## src/rtl/operand_mux_pipe.sv

```systemverilog
// Registered ALU B-operand selector with a valid/ready handshake.
// A one-entry skid buffer lets upstream stream at full rate under back-pressure.
// in_ready comes straight from a register. xfer_count counts delivered operands
// for debug visibility.
module operand_mux_pipe #(
    parameter int unsigned WIDTH = 32,
    parameter int unsigned IMM_W = 16,
    parameter int unsigned CNT_W = 16
) (
    input  logic             clk,
    input  logic             reset,
    input  logic             in_valid,
    output logic             in_ready,
    input  logic [1:0]       sel,
    input  logic             imm_sext,
    input  logic [WIDTH-1:0] norm,
    input  logic [IMM_W-1:0] immi,
    input  logic [WIDTH-1:0] fwd_alu,
    input  logic [WIDTH-1:0] fwd_mem,
    input  logic             flush,
    output logic             out_valid,
    input  logic             out_ready,
    output logic [WIDTH-1:0] out,
    output logic [CNT_W-1:0] xfer_count
);

    logic [WIDTH-1:0] imm_ext;
    logic [WIDTH-1:0] sel_data;

    logic             out_valid_q, out_valid_d;
    logic [WIDTH-1:0] out_q, out_d;
    logic             skid_valid_q, skid_valid_d;
    logic [WIDTH-1:0] skid_q, skid_d;
    logic [CNT_W-1:0] cnt_q, cnt_d;

    logic accept;
    logic xfer;
    logic out_free;

    // A full-width immediate has no bits to extend, so it passes through unchanged.
    if (IMM_W < WIDTH) begin : g_imm_extend
        assign imm_ext = {{(WIDTH - IMM_W){imm_sext & immi[IMM_W-1]}}, immi};
    end else begin : g_imm_pass
        assign imm_ext = immi;
    end

    // Source select; only consumed on the accept cycle.
    always_comb begin
        sel_data = norm;
        unique case (sel)
            2'd0: sel_data = norm;
            2'd1: sel_data = imm_ext;
            2'd2: sel_data = fwd_alu;
            2'd3: sel_data = fwd_mem;
            default: sel_data = norm;
        endcase
    end

    assign in_ready = ~skid_valid_q;
    assign accept   = in_valid & in_ready;
    assign xfer     = out_valid_q & out_ready;
    assign out_free = ~out_valid_q | out_ready;

    // Next-state for the output register, the skid buffer and the transfer counter.
    always_comb begin
        out_valid_d  = out_valid_q;
        out_d        = out_q;
        skid_valid_d = skid_valid_q;
        skid_d       = skid_q;
        // A transfer in a flush cycle still counts.
        cnt_d        = xfer ? cnt_q + CNT_W'(1) : cnt_q;

        if (flush) begin
            // Held beats and any beat accepted this cycle are discarded; data may stay.
            out_valid_d  = 1'b0;
            skid_valid_d = 1'b0;
        end else if (out_free) begin
            if (skid_valid_q) begin
                // Skid is older than anything upstream; in_ready is low, so no accept.
                out_d        = skid_q;
                out_valid_d  = 1'b1;
                skid_valid_d = 1'b0;
            end else if (accept) begin
                out_d       = sel_data;
                out_valid_d = 1'b1;
            end else begin
                out_valid_d = 1'b0;
            end
        end else if (accept) begin
            // Output stalled: park the new beat in the skid, keep out stable.
            skid_d       = sel_data;
            skid_valid_d = 1'b1;
        end
    end

    // State registers with asynchronous active-high reset.
    always_ff @(posedge clk or posedge reset) begin
        if (reset) begin
            out_valid_q  <= 1'b0;
            out_q        <= '0;
            skid_valid_q <= 1'b0;
            skid_q       <= '0;
            cnt_q        <= '0;
        end else begin
            out_valid_q  <= out_valid_d;
            out_q        <= out_d;
            skid_valid_q <= skid_valid_d;
            skid_q       <= skid_d;
            cnt_q        <= cnt_d;
        end
    end

    assign out_valid  = out_valid_q;
    assign out        = out_q;
    assign xfer_count = cnt_q;

endmodule

```

## config.mk

```make
export PLATFORM = sky130hd
export DESIGN_NAME = operand_mux_pipe
export DESIGN_NICKNAME = d
export VERILOG_FILES = /design/src/rtl/operand_mux_pipe.sv
export SDC_FILE = /design/constraint.sdc
export NUM_CORES = 1
export LEC_CHECK = 0
export CAP_MARGIN = 20
export CORE_MARGIN = 1
export CORE_UTILIZATION = 28
export DETAILED_ROUTE_END_ITERATION = 12
export GPL_ROUTABILITY_DRIVEN = 0
export PLACE_DENSITY = 0.58
export SYNTH_ARGS = -nofsm -noshare
export SYNTH_HDL_FRONTEND = slang
export SYNTH_SLANG_ARGS = --single-unit
export TNS_END_PERCENT = 5
```

## constraint.sdc

```tcl
create_clock -name clk -period 2.9 [get_ports clk]
set_input_delay 0.29 -clock clk [delete_from_list [all_inputs] [get_ports clk]]
set_output_delay 0.29 -clock clk [all_outputs]
set_load 0.02 [all_outputs]
```

# Word-level counts from Yosys, hierarchy flattened
# Index checks and enable logic that the tools add are counted.
[totals]
elab_cells = 33
output_inout_bits = 50
register_bits = 82
input_bits = 120
[classes]
n_eq_ne = 3
n_bitwise = 8
n_addsub = 1
reduce_logical = 6
mux = 10
[op_table]
columns = ["cell", "n"]
rows = [
  ["one-hot mux 32 bit (4 select lines)", 1],
  ["two-way mux 32 bit", 2],
  ["adder 16 x 1 -> 16 bit (second input constant)", 1],
  ["two-way mux 1 bit", 7],
  ["AND reduction 3 bit", 2],
  ["== test 2 bit (second input constant)", 2],
  ["NOT 1 bit", 4],
  ["nonzero test 2 bit", 2],
  ["bitwise AND 1 bit", 3],
  ["nonzero test 3 bit", 1],
  ["== test 2 x 1 -> 1 bit (second input constant)", 1],
  ["zero test 2 bit", 1],
  ["bitwise OR 1 bit", 1],
]

# Longest topological paths before layout
# Gate-level depths: netlist of run 1.
[logic_depth]
depth_word = 6
depth_mapped = 7
ltp_nobuf = 5

# Worst setup path before layout of run 1
# No wires, ideal clock.
[synth_timing]
kind = "register -> register"
startpoint = "register out_valid_q, in the netlist out_valid"
endpoint = "register out_q[25], in the netlist out[25]"
required_ns = 2.774
stages_incl_launch_ff = 6
arrival_time_ns = 1.592
path_slack_ns = 1.182
n_path_buf = 2
setup_ns = 0.126
period_less_slack_ns = 1.718
cell_sequence = "dfrtp_1 -> nor2b_1 -> or3_1 -> buf_6 -> buf_6 -> a221o_1"
[synth_via]
elab_chain_len = 3
[synth_lines]
columns = ["item", "line", "source"]
rows = [
  ["start: declaration", "30", "logic out_valid_q, out_valid_d;"],
  ["start signal: assignment", "105", "out_valid_q <= out_valid_d;"],
  ["NOT 1 bit", "62", "assign out_free = ~out_valid_q | out_ready;"],
  ["bitwise OR 1 bit", "62", ""],
  ["AND reduction 3 bit (no source line)", "-", ""],
  ["end signal: assignment", "106", "out_q <= out_d;"],
  ["end: declaration", "31", "logic [WIDTH-1:0] out_q, out_d;"],
]
# No other way between the ends.
# A chain may end at the register's enable or synchronous reset.

# Final worst setup path of run 1
[layout_timing]
startpoint = "register out_valid_q, in the netlist out_valid"
endpoint = "register out_q[30], in the netlist out[30]"
# The elaborated chain is that of the path after synthesis.

==> results.md, run 1 <==
- Outcome: completed
- Max-slew headroom at the worst pin: 0.356
- Vias after detailed routing: 3557
- Most common library cell in the layout ignoring fill and taps: clkdlybuf4s50_1
- Destination of the worst register-to-register timing path: out[30]
- Row count: 44
- Part of the total power dissipated in sequential elements: 0.417
- Placed Cells: 706
- Clock Latency Late Sink: 0.33 ns
- Sw Pwr: 1.08 mW
- Initial antenna violation count: 0
- Wire length reported by the detailed router: 11.9 mm
- Detailed Route Iter0 Violations: 138
- Count of buffers inserted at the top-level ports: 169
- Detailed route wirelength on metal3: 746 um
- Maximum number of buffers from clock root to sink: 2
- Worst reg2reg startpoint: out_valid
- Detailed-routing wirelength on met1: 4.86 mm
- Total half-perimeter wirelength after legalization and detailed placement: 8.89 mm
- Post-CTS resize count: 0
- Number of routed nets with antenna violations: 0
- Critical path endpoint category: flop
- Starting density of the core: 0.287
- Reg clk slew, reported paths: 0.06 ns
- Horiz. Die Dim: 124 um
- Max capacitance violation total: 0
- Number of pins exceeding their max-slew limit in the final report: 0
- DRC errors left: 0
- Number of clock buffers inserted by TritonCTS: 9
- Number of nets in the finished design: 654
- Register cell area after layout: 2050 um2
- Met2 wire len: 6.14 mm
- Kind of launch point of the worst setup path: flop
- Count of inserted antenna diode cells: 0
- Via count of the first global-routing pass: 3649
- Final Hold Fails: 0
- Critical-path cell with the highest stage delay: or3_1
- Commonest non-fill, non-tap cells in the layout: 167 x clkdlybuf4s50_1, 82 x dfrtp_1, 38 x nand2_1
- Gate power share: 0.275
- Post-Layout Cell Count: 722
- Lkg Pwr: 2.66 nW
- Cell depth of the worst setup path: 4
- Max Fanout on Critical Path: 24
- Worst Path Arrival: 2.43 ns
- Crit path cell chain: nor2b_1 -> or3_1 -> nor2_4 -> a221o_1
- Post-route clock period utilization: 0.765
- Switching Fraction: 0.289
- Distinct cell type count after synthesis: 30
- Number of filler cells placed in the layout: 1334
- Required arrival time at the worst endpoint: 3.11 ns
- Number of clock sinks: 82
- Uppermost routed layer: met4
- Worst IR drop on VDD: 0.294 mV
- Worst Tran Pin Value: 0.966 ns
- Global routing usage summed across all routing layers: 0.156
- Area used by multi-input combinational logic: 1980 um2
- Clock tree from TritonCTS: built
- Type of the worst min-delay path: input port to async pin
- Part of the Yosys area used for sequential elements: 0.489
- Mean cell area of the mapped netlist: 11.2 um2
- Count of buffers added by post-CTS timing repair for setup: 0
- Path depth of the worst reg2reg path: 4
- Cell Area, Synth: 4190 um2
- Buffers & Inverters on Critical Path: 0
- Internal power consumption: 2.65 mW
- Reg-to-reg setup timing slack: 0.68 ns
- Unrepaired setup endpoints after global routing: no
- Power density normalized to cell area: 589 nW/um2
- Number of hold-repair buffers added at the cts stage: 0
- Number of detailed-route iterations in the first pass: 4
- Fraction of final layout cells sized beyond drive strength 1: 0.149
- Crit Path Category: flop to flop
- Clock period minus worst slack: 2.22 ns
- Cell at the root of the clock tree: clkbuf_16
- Net count after synthesis: 494
- Highest clock frequency the design can meet: 451 MHz
- Endpoints failing setup: 0
- DIE AREA: 15500 um2
- Seq cells post-synth: 82
- Critical path's top delay family: simple AND/OR/NAND/NOR gates
- Fraction of power consumed by the clock network: 0.308
- Chip Height: 124 um
- Synthesis-to-layout area growth: 51.0%
- Total number of H-tree levels: 3
- Delay of the slowest cell on the worst path: 0.80 ns
- Total Neg Setup Slack: 0 ns
- Routed wirelength normalized by instance count: 16.5 um
- Largest net degree at the start of global routing: 46
- Via-to-Cell Ratio: 4.93
- Total I/O pin count: 170
- Gate count of the mapped netlist: 373
- Yosys synthesis warning count: 0
- Global-route wire length before repair: 19.0 mm
- Core Area: 14600 um2
- Global route total overflow: 0
- Clock skew after layout: 0.00504 ns
-- layout make-up --
cell class	instances	area share
flip-flops and latches	82	0.324
multi-input cells	259	0.313
repair buffers	178	0.276
well taps	184	0.0364
clock buffers	9	0.0356
clock inverters	7	0.0123
inverters	3	0.00198
-- cells by family (layout without fill, tap and decap cells) --
family	Yosys count	count (layout)	share of synthesized area
and+or+nand+nor	113	113	0.132
DFF	82	82	0.489
AOI/OAI and AO/OA	81	81	0.130
muxes	49	49	0.175
buffers and inverters	32	197	0.0400
xor gates and xnor gates	15	15	0.0313
adders and majority gates	1	1	0.00298
-- worst max path at each step --
stage	endpoint	start	slack [ns]
detailed placement	out[30]	out_ready	0.35
global placement	out[23]	out_ready	0.43
CTS	in_ready	skid_valid_q	0.66
finish	out[30]	out_valid	0.68
global route	out[30]	out_valid	0.43
floorplan	out[0]	reset	0.50
-- state kept, by name, indices dropped and copies added, names as in the netlist --
name,count
skid_q,32
out_valid,1
skid_valid_q,1
xfer_count,16
out,32
-- per-layer routing --
| metal | vias to the layer above | GRT usage |
|---|---|---|
| li1 | 1695 | - |
| met1 | 1734 | 0.181 |
| met2 | 119 | 0.280 |
| met3 | 9 | 0.0417 |
| met4 | 0 | 0.0411 |
| met5 | - | 0 |
-- power by group through the flow --
stage / Clock, mW / Sequential (mW) / Combinational, mW
2_1_floorplan: 0 / 1.68 / 0.405
3_3_place_gp: 0 / 1.56 / 1.02
3_5_place_dp: 0 / 1.57 / 1.04
4_1_cts: 1.18 / 1.55 / 1.04
5_1_grt: 1.22 / 1.59 / 1.11
6_report: 1.15 / 1.55 / 1.03
-- per-stage QoR --
stage / utilization / instance area [um2] / power (mW) / setup WS [ns] / hold slack (ns)
final: 0.434 / 6330 / 3.73 / 0.682 / 0.231
after global routing: 0.434 / 6330 / 3.92 / 0.427 / 0.256
after CTS: 0.434 / 6330 / 3.77 / 0.656 / 0.235
after detailed placement: 0.413 / 6030 / 2.61 / 0.351 / 0.465
after global placement: 0.413 / 6030 / 2.59 / 0.430 / 0.465
after floorplan: - / 4190 / 2.08 / 0.502 / 0.353
-- worst reg2reg max path, cell delays in order (launching register included) --
cell and delay, ns:
dfrtp_1 0.43, nor2b_1 0.30, or3_1 0.80, nor2_4 0.21, a221o_1 0.36
-- synthesized netlist by cell type (all sizes together) --
library cell | number | area [um2]
and4 | 1 | 8.76
mux4 | 16 | 360
nand2 | 38 | 143
a31oi | 16 | 100
nor3 | 4 | 20.0
ha | 1 | 12.5
a21oi | 33 | 165
nand2b | 1 | 6.26
clkbuf | 8 | 31.3
mux2 | 33 | 372
dfrtp | 82 | 2050
clkinv | 1 | 3.75
nand3b | 1 | 7.51
nor2 | 23 | 93.8
inv | 2 | 7.51
nand4 | 3 | 18.8
or3 | 1 | 6.26
nand3 | 6 | 30.0
and3 | 18 | 113
xor2 | 6 | 52.6
xnor2 | 9 | 78.8
a211oi | 16 | 120
a221o | 16 | 160
buf | 21 | 125
nor2b | 17 | 106
Note: power is estimated with default switching activity, not from simulation.
==> run 2: changes to the inputs <==
- clock period: 2.9 -> 2.3 ns (I/O delays scaled with it)
==> results.md, run 2 (synthesized netlist as in run 1, its figures left out) <==
- Maximum number of buffers from clock root to sink: 2 (unchanged)
- Detailed Route Iter0 Violations: 183 (was 138)
- Cell at the root of the clock tree: clkbuf_16 (unchanged)
- Starting density of the core: 0.287 (unchanged)
- Reg clk slew, reported paths: 0.06 ns (about the same)
- Highest clock frequency the design can meet: 534 MHz (was 451 MHz)
- Clock tree from TritonCTS: built (unchanged)
- Clock Latency Late Sink: 0.33 ns (about the same)
- Count of buffers inserted at the top-level ports: 169 (unchanged)
- Count of buffers added by post-CTS timing repair for setup: 0 (unchanged)
- Delay of the slowest cell on the worst path: 0.42 ns (was 0.80 ns)
- Clock period minus worst slack: 1.87 ns (was 2.22 ns)
- Type of the worst min-delay path: input port to async pin (unchanged)
- Worst slack at placement: 0.125 ns (was 0.351 ns)
- Switching Fraction: 0.282 (was 0.289)
- Row count: 44 (unchanged)
- Critical path's top delay family: simple AND/OR/NAND/NOR gates (unchanged)
- Max Fanout on Critical Path: 33 (was 24)
- Number of nets in the finished design: 657 (was 654)
- Gate power share: 0.282 (was 0.275)
- Vias after detailed routing: 3539 (was 3557)
- Buffers & Inverters on Critical Path: 1 (was 0)
- Worst Path Arrival: 2.13 ns (was 2.43 ns)
- Via count of the first global-routing pass: 3703 (was 3649)
- Commonest non-fill, non-tap cells in the layout: 167 x clkdlybuf4s50_1, 82 x dfrtp_1, 38 x nand2_1 (unchanged)
- Global routing usage summed across all routing layers: 0.159 (was 0.156)
- Number of clock buffers inserted by TritonCTS: 9 (unchanged)
- Launching element of the worst setup path: out_valid (unchanged)
- Via-to-Cell Ratio: 4.88 (was 4.93)
- Most common library cell in the layout ignoring fill and taps: clkdlybuf4s50_1 (unchanged)
- Initial antenna violation count: 0 (unchanged)
- Post-route clock period utilization: 0.814 (was 0.765)
- Destination of the worst register-to-register timing path: out[28] (was out[30])
- Global-route wire length before repair: 19.6 mm (was 19.0 mm)
- Required arrival time at the worst endpoint: 2.56 ns (was 3.11 ns)
- Final Hold Fails: 0 (unchanged)
- Total half-perimeter wirelength after legalization and detailed placement: 8.68 mm (was 8.89 mm)
- Outcome: completed (unchanged)
- Power density normalized to cell area: 729 nW/um2 (was 589 nW/um2)
- Total number of H-tree levels: 3 (unchanged)
- Wire length reported by the detailed router: 12.0 mm (was 11.9 mm)
- Number of pins exceeding their max-slew limit in the final report: 0 (unchanged)
- Largest net degree at the start of global routing: 83 (was 46)
- Worst IR drop on VDD: 0.354 mV (was 0.294 mV)
- Max-slew headroom at the worst pin: 0.523 (was 0.356)
- Worst Tran Pin Value: 0.716 ns (was 0.966 ns)
- Number of routed nets with antenna violations: 0 (unchanged)
- Fraction of final layout cells sized beyond drive strength 1: 0.150 (was 0.149)
- Internal power consumption: 3.34 mW (was 2.65 mW)
- Fraction of power consumed by the clock network: 0.298 (was 0.308)
- Count of inserted antenna diode cells: 0 (unchanged)
- Kind of launch point of the worst setup path: flop (unchanged)
- Total Neg Setup Slack: 0 ns (unchanged)
- Number of hold-repair buffers added at the cts stage: 0 (unchanged)
- Core Area: 14600 um2 (unchanged)
- Lkg Pwr: 2.67 nW (was 2.66 nW)
- DRC errors left: 0 (unchanged)
- DIE AREA: 15500 um2 (unchanged)
- Max capacitance violation total: 0 (unchanged)
- Synthesis-to-layout area growth: 51.8% (was 51.0%)
- Clock skew after layout: 0.00486 ns (was 0.00504 ns)
- Part of the total power dissipated in sequential elements: 0.420 (was 0.417)
- Unrepaired setup endpoints after global routing: no (unchanged)
- Critical path endpoint category: flop (unchanged)
- Total I/O pin count: 170 (unchanged)
- Number of clock sinks: 82 (unchanged)
- Sw Pwr: 1.31 mW (was 1.08 mW)
- Worst reg2reg startpoint: out_valid (unchanged)
- Post-CTS resize count: 0 (unchanged)
- Global route total overflow: 0 (unchanged)
- Path depth of the worst reg2reg path: 5 (was 4)
- Crit Path Category: flop to flop (unchanged)
- Chip Height: 124 um (unchanged)
- Worst Slack Setup Final: 0.427 ns (was 0.682 ns)
- Critical-path cell with the highest stage delay: dfrtp_1 (was or3_1)
- Horiz. Die Dim: 124 um (unchanged)
- Routed wirelength normalized by instance count: 16.6 um (was 16.5 um)
- Endpoints failing setup: 0 (unchanged)
- Crit path cell chain: nor2b_1 -> or3_1 -> buf_4 -> nor2_4 -> a221o_1 (was nor2b_1 -> or3_1 -> nor2_4 -> a221o_1)
- Number of detailed-route iterations in the first pass: 4 (unchanged)
- Reg-to-reg setup timing slack: 0.43 ns (was 0.68 ns)
==> run 2: changes by cell type in the layout (fill, tap and decap cells not counted) <==
cell / delta
buf_4: +1
clkbuf_1: +2
inv_6: -2
clkinvlp_4: +2
clkinv_4: -2
buf_12: +2
==> run 2: cell type report <==
type,instances,area [um2]
Sequential cell,82,2050
Multi-Input combinational cell,259,1980
Clock inverter,5,55.1
Inverter,3,15.0
Fill cell,1373,8220
Timing Repair Buffer,181,1800
Clock buffer,11,233
Tap cell,184,230
==> run 2: per-layer routing <==
metal,part of all wire,vias up,track usage
met4,0.0074,0,0.0376
li1,-,1703,-
met5,0,-,0
met2,0.50,113,0.284
met3,0.066,4,0.0490
met1,0.42,1719,0.185
==> run 2: power by group through the flow <==
stage | clock network, mW | logic [mW] | registers [mW]
4_1_cts | 1.42 | 1.33 | 1.95
5_1_grt | 1.48 | 1.42 | 2.00
3_5_place_dp | 0 | 1.33 | 1.97
6_report | 1.39 | 1.31 | 1.95
3_3_place_gp | 0 | 1.30 | 1.96
2_1_floorplan | 0 | 0.511 | 2.11
==> run 2: tightest hold or removal path: stages <==
cell             delay (ns)
clkdlybuf4s50_1        0.45
clkinvlp_4             0.10
buf_12                 0.34
==> run 2: metrics by stage <==
stage                     total power, mW  hold slack (ns)  std cells  cell area [um2]  utilization
after floorplan                      2.62            0.293        373             4200            -
after global placement               3.26            0.467        709             6080        0.417
after detailed placement             3.30            0.475        709             6080        0.417
after CTS                            4.70            0.399        725             6370        0.436
after global routing                 4.90            0.418        725             6370        0.436
final                                4.64            0.378        725             6370        0.436
==> run 2: worst max path at each step <==
stage               endpoint  slack, ns  depth (start not counted)
finish               out[28]       0.43                          5
CTS                  out[24]       0.40                          5
floorplan            out[25]       0.58                          5
global placement     out[22]       0.14                          6
detailed placement   out[21]       0.13                          6
global route         out[24]       0.33                          5
